--- config.mk ---
export PLATFORM = sky130hd
export DESIGN_NAME = mem_port_arbiter
export DESIGN_NICKNAME = d
export VERILOG_FILES = /design/src/rtl/mem_port_arbiter.sv
export SDC_FILE = /design/constraint.sdc
export NUM_CORES = 1
export LEC_CHECK = 0
export ABC_AREA = 1
export CORE_AREA = 2 2 107 109
export DETAILED_ROUTE_END_ITERATION = 6
export DIE_AREA = 0 0 109 111
export GPL_ROUTABILITY_DRIVEN = 0
export PLACE_DENSITY = 0.72
export SLEW_MARGIN = 20
export SYNTH_ARGS = -nofsm -noshare
export SYNTH_HDL_FRONTEND = slang
export SYNTH_SLANG_ARGS = --single-unit
--- constraint.sdc ---
create_clock -name i_clk -period 1.5 [get_ports i_clk]
set_clock_uncertainty 0.2 [all_clocks]
set_input_delay 0.3 -clock i_clk [delete_from_list [all_inputs] [get_ports i_clk]]
set_output_delay 0.3 -clock i_clk [all_outputs]
set_load 0.03 [all_outputs]
--- src/rtl/mem_port_arbiter.sv ---
// mem_port_arbiter: shares one single-port byte-lane Memory between the
// instruction-fetch (IF) and load/store (LS) requesters. At most one grant per
// cycle. The granted request drives the Memory directly. The 1-cycle registered
// response is then routed back to the requester that owns it.
// Build option: define MEMARB_ROUND_ROBIN_EN for alternating arbitration.
// The default build uses LS priority with an IF starvation guard.
module mem_port_arbiter #(
  parameter int STARVE_LIMIT = 4
) (
  input  logic        i_clk,
  input  logic        i_reset,
  input  logic        i_if_req,
  input  logic [31:0] i_if_addr,
  output logic        o_if_gnt,
  output logic        o_if_rvalid,
  output logic [31:0] o_if_rdata,
  input  logic        i_ls_req,
  input  logic [31:0] i_ls_addr,
  input  logic [31:0] i_ls_wdata,
  input  logic [1:0]  i_ls_wr_mask,
  input  logic [2:0]  i_ls_rd_mask,
  output logic        o_ls_gnt,
  output logic        o_ls_rvalid,
  output logic [31:0] o_ls_rdata,
  output logic        o_ls_err_misaligned,
  output logic        o_ls_err_rdmask,
  output logic [31:0] o_mem_address,
  output logic [31:0] o_mem_wr_data,
  output logic [1:0]  o_mem_wr_mask,
  output logic [2:0]  o_mem_rd_mask,
  input  logic [31:0] i_mem_rd_data,
  input  logic        i_mem_err_misaligned,
  input  logic        i_mem_err_rdmask
);

  localparam logic [2:0] RD_MASK_XX = 3'd5;

  typedef enum logic [1:0] {RSP_NONE, RSP_IF, RSP_LS} rsp_t;

  rsp_t state_reg, state_next;
  logic ls_xx_reg, ls_xx_next;   // in-flight LS access carried rd_mask XX
  logic if_gnt, ls_gnt;

`ifdef MEMARB_ROUND_ROBIN_EN
  logic last_ls_reg, last_ls_next;   // 1 = LS received the most recent grant

  // Alternate on a tie. A lone requester always wins. Reset suppresses grants.
  always_comb begin
    if_gnt       = 1'b0;
    ls_gnt       = 1'b0;
    last_ls_next = last_ls_reg;
    if (!i_reset) begin
      if (i_if_req && i_ls_req) begin
        if_gnt = last_ls_reg;
        ls_gnt = !last_ls_reg;
      end else begin
        if_gnt = i_if_req;
        ls_gnt = i_ls_req;
      end
    end
    if (if_gnt)
      last_ls_next = 1'b0;
    else if (ls_gnt)
      last_ls_next = 1'b1;
  end

  // Last-grant register; resets to IF so LS wins the first tie.
  always_ff @(posedge i_clk or posedge i_reset) begin
    if (i_reset)
      last_ls_reg <= 1'b0;
    else
      last_ls_reg <= last_ls_next;
  end
`else
  localparam int CNT_W = $clog2(STARVE_LIMIT + 1);
  localparam logic [CNT_W-1:0] CNT_MAX = CNT_W'(STARVE_LIMIT);

  logic [CNT_W-1:0] starve_cnt_reg, starve_cnt_next;
  logic             if_force;

  // LS wins unless IF has been held off STARVE_LIMIT cycles in a row.
  always_comb begin
    if_force = i_if_req && (starve_cnt_reg == CNT_MAX);
    ls_gnt   = !i_reset && i_ls_req && !if_force;
    if_gnt   = !i_reset && i_if_req && !ls_gnt;
    if (i_if_req && !if_gnt)
      starve_cnt_next = (starve_cnt_reg == CNT_MAX) ? starve_cnt_reg
                                                    : starve_cnt_reg + CNT_W'(1);
    else
      starve_cnt_next = '0;
  end

  // Count of consecutive denied IF request cycles.
  always_ff @(posedge i_clk or posedge i_reset) begin
    if (i_reset)
      starve_cnt_reg <= '0;
    else
      starve_cnt_reg <= starve_cnt_next;
  end
`endif

  assign o_if_gnt = if_gnt;
  assign o_ls_gnt = ls_gnt;

  // Drive the Memory from the granted request. When idle, use a side-effect-free access.
  always_comb begin
    o_mem_address = 32'd0;
    o_mem_wr_data = 32'd0;
    o_mem_wr_mask = 2'd0;
    o_mem_rd_mask = RD_MASK_XX;
    if (ls_gnt) begin
      o_mem_address = i_ls_addr;
      o_mem_wr_data = i_ls_wdata;
      o_mem_wr_mask = i_ls_wr_mask;
      o_mem_rd_mask = i_ls_rd_mask;
    end else if (if_gnt) begin
      o_mem_address = i_if_addr;
      o_mem_rd_mask = 3'd0;
    end
  end

  // Next owner of the Memory response is whoever is granted this cycle.
  always_comb begin
    state_next = RSP_NONE;
    if (if_gnt)
      state_next = RSP_IF;
    else if (ls_gnt)
      state_next = RSP_LS;
    ls_xx_next = ls_gnt && (i_ls_rd_mask == RD_MASK_XX);
  end

  // Response-owner register; reset drops any in-flight response.
  always_ff @(posedge i_clk or posedge i_reset) begin
    if (i_reset) begin
      state_reg <= RSP_NONE;
      ls_xx_reg <= 1'b0;
    end else begin
      state_reg <= state_next;
      ls_xx_reg <= ls_xx_next;
    end
  end

  // Route the Memory response and errors to the owner only.
  always_comb begin
    o_if_rvalid         = 1'b0;
    o_if_rdata          = 32'd0;
    o_ls_rvalid         = 1'b0;
    o_ls_rdata          = 32'd0;
    o_ls_err_misaligned = 1'b0;
    o_ls_err_rdmask     = 1'b0;
    case (state_reg)
      RSP_IF: begin
        o_if_rvalid = 1'b1;
        o_if_rdata  = i_mem_rd_data;
      end
      RSP_LS: begin
        o_ls_rvalid         = 1'b1;
        o_ls_rdata          = ls_xx_reg ? 32'd0 : i_mem_rd_data;
        o_ls_err_misaligned = i_mem_err_misaligned;
        o_ls_err_rdmask     = i_mem_err_rdmask;
      end
      default: ;
    endcase
  end

endmodule

==> results.md <==
Clock tree:
- The clock passes through at most 2 buffers.
- CTS built an H-tree with a depth of 1.
- TritonCTS built the clock tree.
- The clock slew seen by the registers of the worst setup and hold paths is 30 ps.
- Counting the buffers created by CTS gives 3.
- For this design, the CTS-stage hold fixing added 0 buffers.
- The clock drives 6 sinks.
- The later pin in the worst-skew pair is clocked with a latency of 230 ps.
- The cell sitting at the root of the clock tree is a clkbuf_16.

Power and ir drop:
- The leakage power figure is 3.30 nW.
- The peak supply drop is 0.325 mV.
- The power density over the cells is 410 nW/um^2.

Critical path:
- Of all nets on the critical path, the largest fanout is 8.
- The critical path launch point is starve_cnt_reg[1].
- The required time reported for the critical path endpoint is 1000 ps.
- The data arrival at the endpoint of the critical path is 1660 ps.
- The element type at the critical path start is a flip-flop.
- The most numerous cell on the critical path is nand2_4.
- Traced cell by cell, the critical path runs through inv_2 > ha_4 > nand3_4 > nand2_4 > nand2_4 > clkinv_8 > clkbuf_16 > nand2_2 > nand2_4 > buf_6.
- The endpoint kind of the worst setup timing path is an output pin.
- The largest stage delay on the critical path is 380 ps.
- The worst register-to-register path begins at starve_cnt_reg[1].
- The critical path class is flip-flop to output pin.
- The slowest cell on the critical path is dfrtp_1.

Routing:
- The routed design has 11.6 mm of wire.
- Across all layers, the routed design uses 3216 vias.
- The first detailed-routing pass ran for 3 iterations.
- The mean routed wirelength per cell is 14.6 um.
- Using the TritonRoute via totals, the vias-per-cell ratio works out to 4.03.
- The detailed router finished its first iteration with 64 violations.
- In this run the remaining antenna-violating nets after routing total 0.
- In the routed design, unresolved DRC markers number 0.

Final layout:
- The number of antenna cells inserted is 0.
- The top cell types in the final layout, fill and taps aside, are 149 x buf_6, 134 x clkdlybuf4s50_1, 103 x nor2_4.
- The summed area of non-filler cells in the final layout is 6950 um^2.
- The area added between synthesis and finish is 360%.
- The number of nets at the end of the flow is 799.
- The fraction of layout cells with a size suffix above 1 is 0.648.
- Summing all multi-input logic gate instances after layout gives 2260 um^2.
- The flip-flop count of the largest register, all copies and words added is 3.
- The most common cell after layout, fill and taps aside is buf_6.
- The number of fill cells in the layout is 854.
- The total area of sequential cells is 150 um^2.

Floorplan:
- The initial utilization of the core area, before any placement, comes to 0.136.
- Measured along the y axis, the die boundary spans 111 um.
- The core area is 11100 um^2.
- After floorplanning, the core was divided into 39 placement rows.
- The floorplan die width is 109 um.
- The full die area is 12100 um^2.
- For this design the top-level I/O count stands at 278.

STA:
- The setup slack after layout is -660 ps.
- The peak clock frequency supported by timing is 463 MHz.
- For the finished layout, the period the worst path requires is 2160 ps.
- Setup repair after global routing could not meet its margin everywhere.
- The final-report max-slew violation count came to 0.
- Of the available clock period, the critical path in the final layout requires 1.44.
- The aggregate negative setup slack is -73750 ps.
- Setup violations remaining at the end of the flow were counted as 140.
- The slew of the pin with the lowest slew margin is 225 ps.
- The number of hold violations in the final report is 0.
- The worst-case headroom to the max-slew limit is 0.849.

Run status:
- The flow ran to the end, but the final reports show violations.
- The checks that failed: setup timing.

Synthesis:
- The average cell area after synthesis is 4.58 um^2.
- The compound-cell area share of the yosys netlist is 0.0149.
- Summing every instance area after synthesis gives 1510 um^2.
- The synthesized design contains 0 enable-type register cells.
- The dominant combinational cell family by area after synthesis is simple AND/OR/NAND/NOR gates.
- The post-synthesis cell type count is 17.
- Synthesis inferred 6 register bits.
- The cell count after synthesis came out at 330.
- The number of nets handed over by synthesis was 471.
- The share of synthesized area spent on multiplexers is 0.
- The number of warning messages in the yosys log is 0.
- Of the total synthesized cell area, the portion taken by full adders, half adders and majority gates is 0.0166.
- The post-synthesis xor/xnor area fraction is 0.00580.
- The post-synthesis share of cell area spent on and, or, nand and nor gates is 0.554.
- For this run, asynchronously set or reset flops after synthesis account for 1.00.
- The most used flip-flop cell after synthesis is dfrtp_1.
- The proportion of synthesized chip area in sequential cells is 0.0994.

Placed design:
- Port buffering added 277 buffers.
- The half-perimeter wire length of the detailed placement result is 7.85 mm.
- In this run the cell area measured after placement is 5410 um^2.

Global routing:
- The initial antenna violation count is 0.
- Entering global routing, the biggest net connects 13 pins.
- For this run the aggregate overflow at the end of global routing stands at 0.
- In the global route stage, overall resource usage came out at 0.176.
- The via count of the first global-routing pass was 3356.
- The first global-routing pass estimated 16.7 mm of wire.

Hold path:
- The tightest min-delay check is of the input port to async pin type.

Flow run:
- The tool flagged a number of max-cap violations equal to 0.
[metrics by stage]
stage | cells | utilization | setup slack, ps | power (mW) | hold slack (ps)
after floorplan | 330 | - | -292 | 1.16 | -101
after global placement | 765 | 0.489 | -753 | 1.92 | 353
after detailed placement | 765 | 0.489 | -805 | 1.94 | 383
after CTS | 791 | 0.599 | -695 | 2.75 | 179
after global routing | 799 | 0.627 | -732 | 2.98 | 221
final | 799 | 0.627 | -660 | 2.85 | 183
[metal layers]
layer / part of all wire / up-vias / global-route usage / wire [um]
met4: 0.0096 / 0 / 0.0368 / 112
met3: 0.094 / 8 / 0.0470 / 1090
met2: 0.59 / 160 / 0.358 / 6820
li1: - / 1568 / - / -
met5: 0 / - / 0 / 0
met1: 0.31 / 1480 / 0.169 / 3620
[path summary, 6_finish.rpt]
check                      slack, ps  depth (start not counted)                end
min                              180                          4  starve_cnt_reg[2]
max in group asynchronous        800                          4       state_reg[1]
min reg2reg                      510                          3  starve_cnt_reg[0]
max reg2reg                     -110                          9          ls_xx_reg
max                             -660                         10  o_mem_address[15]
min in group i_clk               440                          3  starve_cnt_reg[0]
[cells by family (layout without fill, tap and decap cells)]
group           Yosys count  count (layout)
compound gates            4               4
xor+xnor                  1               1
fa+ha+maj                 2               2
buf+inv                  99             425
flops                     6               6
simple gates            218             218
[cell usage after synthesis, types with 2 or more instances]
cell type | number | share of area
ha_1 | 2 | 0.017
inv_1 | 80 | 0.20
nor2_2 | 4 | 0.017
buf_6 | 11 | 0.082
dfrtp_1 | 6 | 0.099
nor2_1 | 104 | 0.26
nand2_2 | 2 | 0.0083
o21ai_0 | 2 | 0.0066
nand2_1 | 106 | 0.26
buf_2 | 6 | 0.020
[power by group]
| group | internal, mW | leakage, nW | switching, mW | total, mW |
|---|---|---|---|---|
| sequential | 0.174 | 0.0801 | 0.00886 | 0.182 |
| combinational | 1.12 | 3.19 | 1.12 | 2.24 |
| clock | 0.342 | 0.0370 | 0.0911 | 0.433 |
| total | 1.63 | 3.30 | 1.22 | 2.85 |
[critical path: cells and delay by family (launching register included)]
| kind | cells | cell delay (ps) |
|---|---|---|
| buf+inv | 4 | 450 |
| simple gates | 5 | 430 |
| fa+ha+maj | 1 | 160 |
| flops | 1 | 380 |
[repair_timing]
item	4_1_cts	5_1_grt
gates cloned	11	4
setup buffers	13	11
gates resized for setup	221	59
pin swaps	13	28
endpoints found under the setup margin	141	141
[final cells by class]
type	count	share of cell area
multi-input combinational	225	0.326
inverter	82	0.0492
timing repair buffer	337	0.559
timing repair inverter	3	0.00756
tap	143	0.0258
sequential	6	0.0216
clock buffer	3	0.0108
No activity file was read; power rests on OpenSTA's default activity.
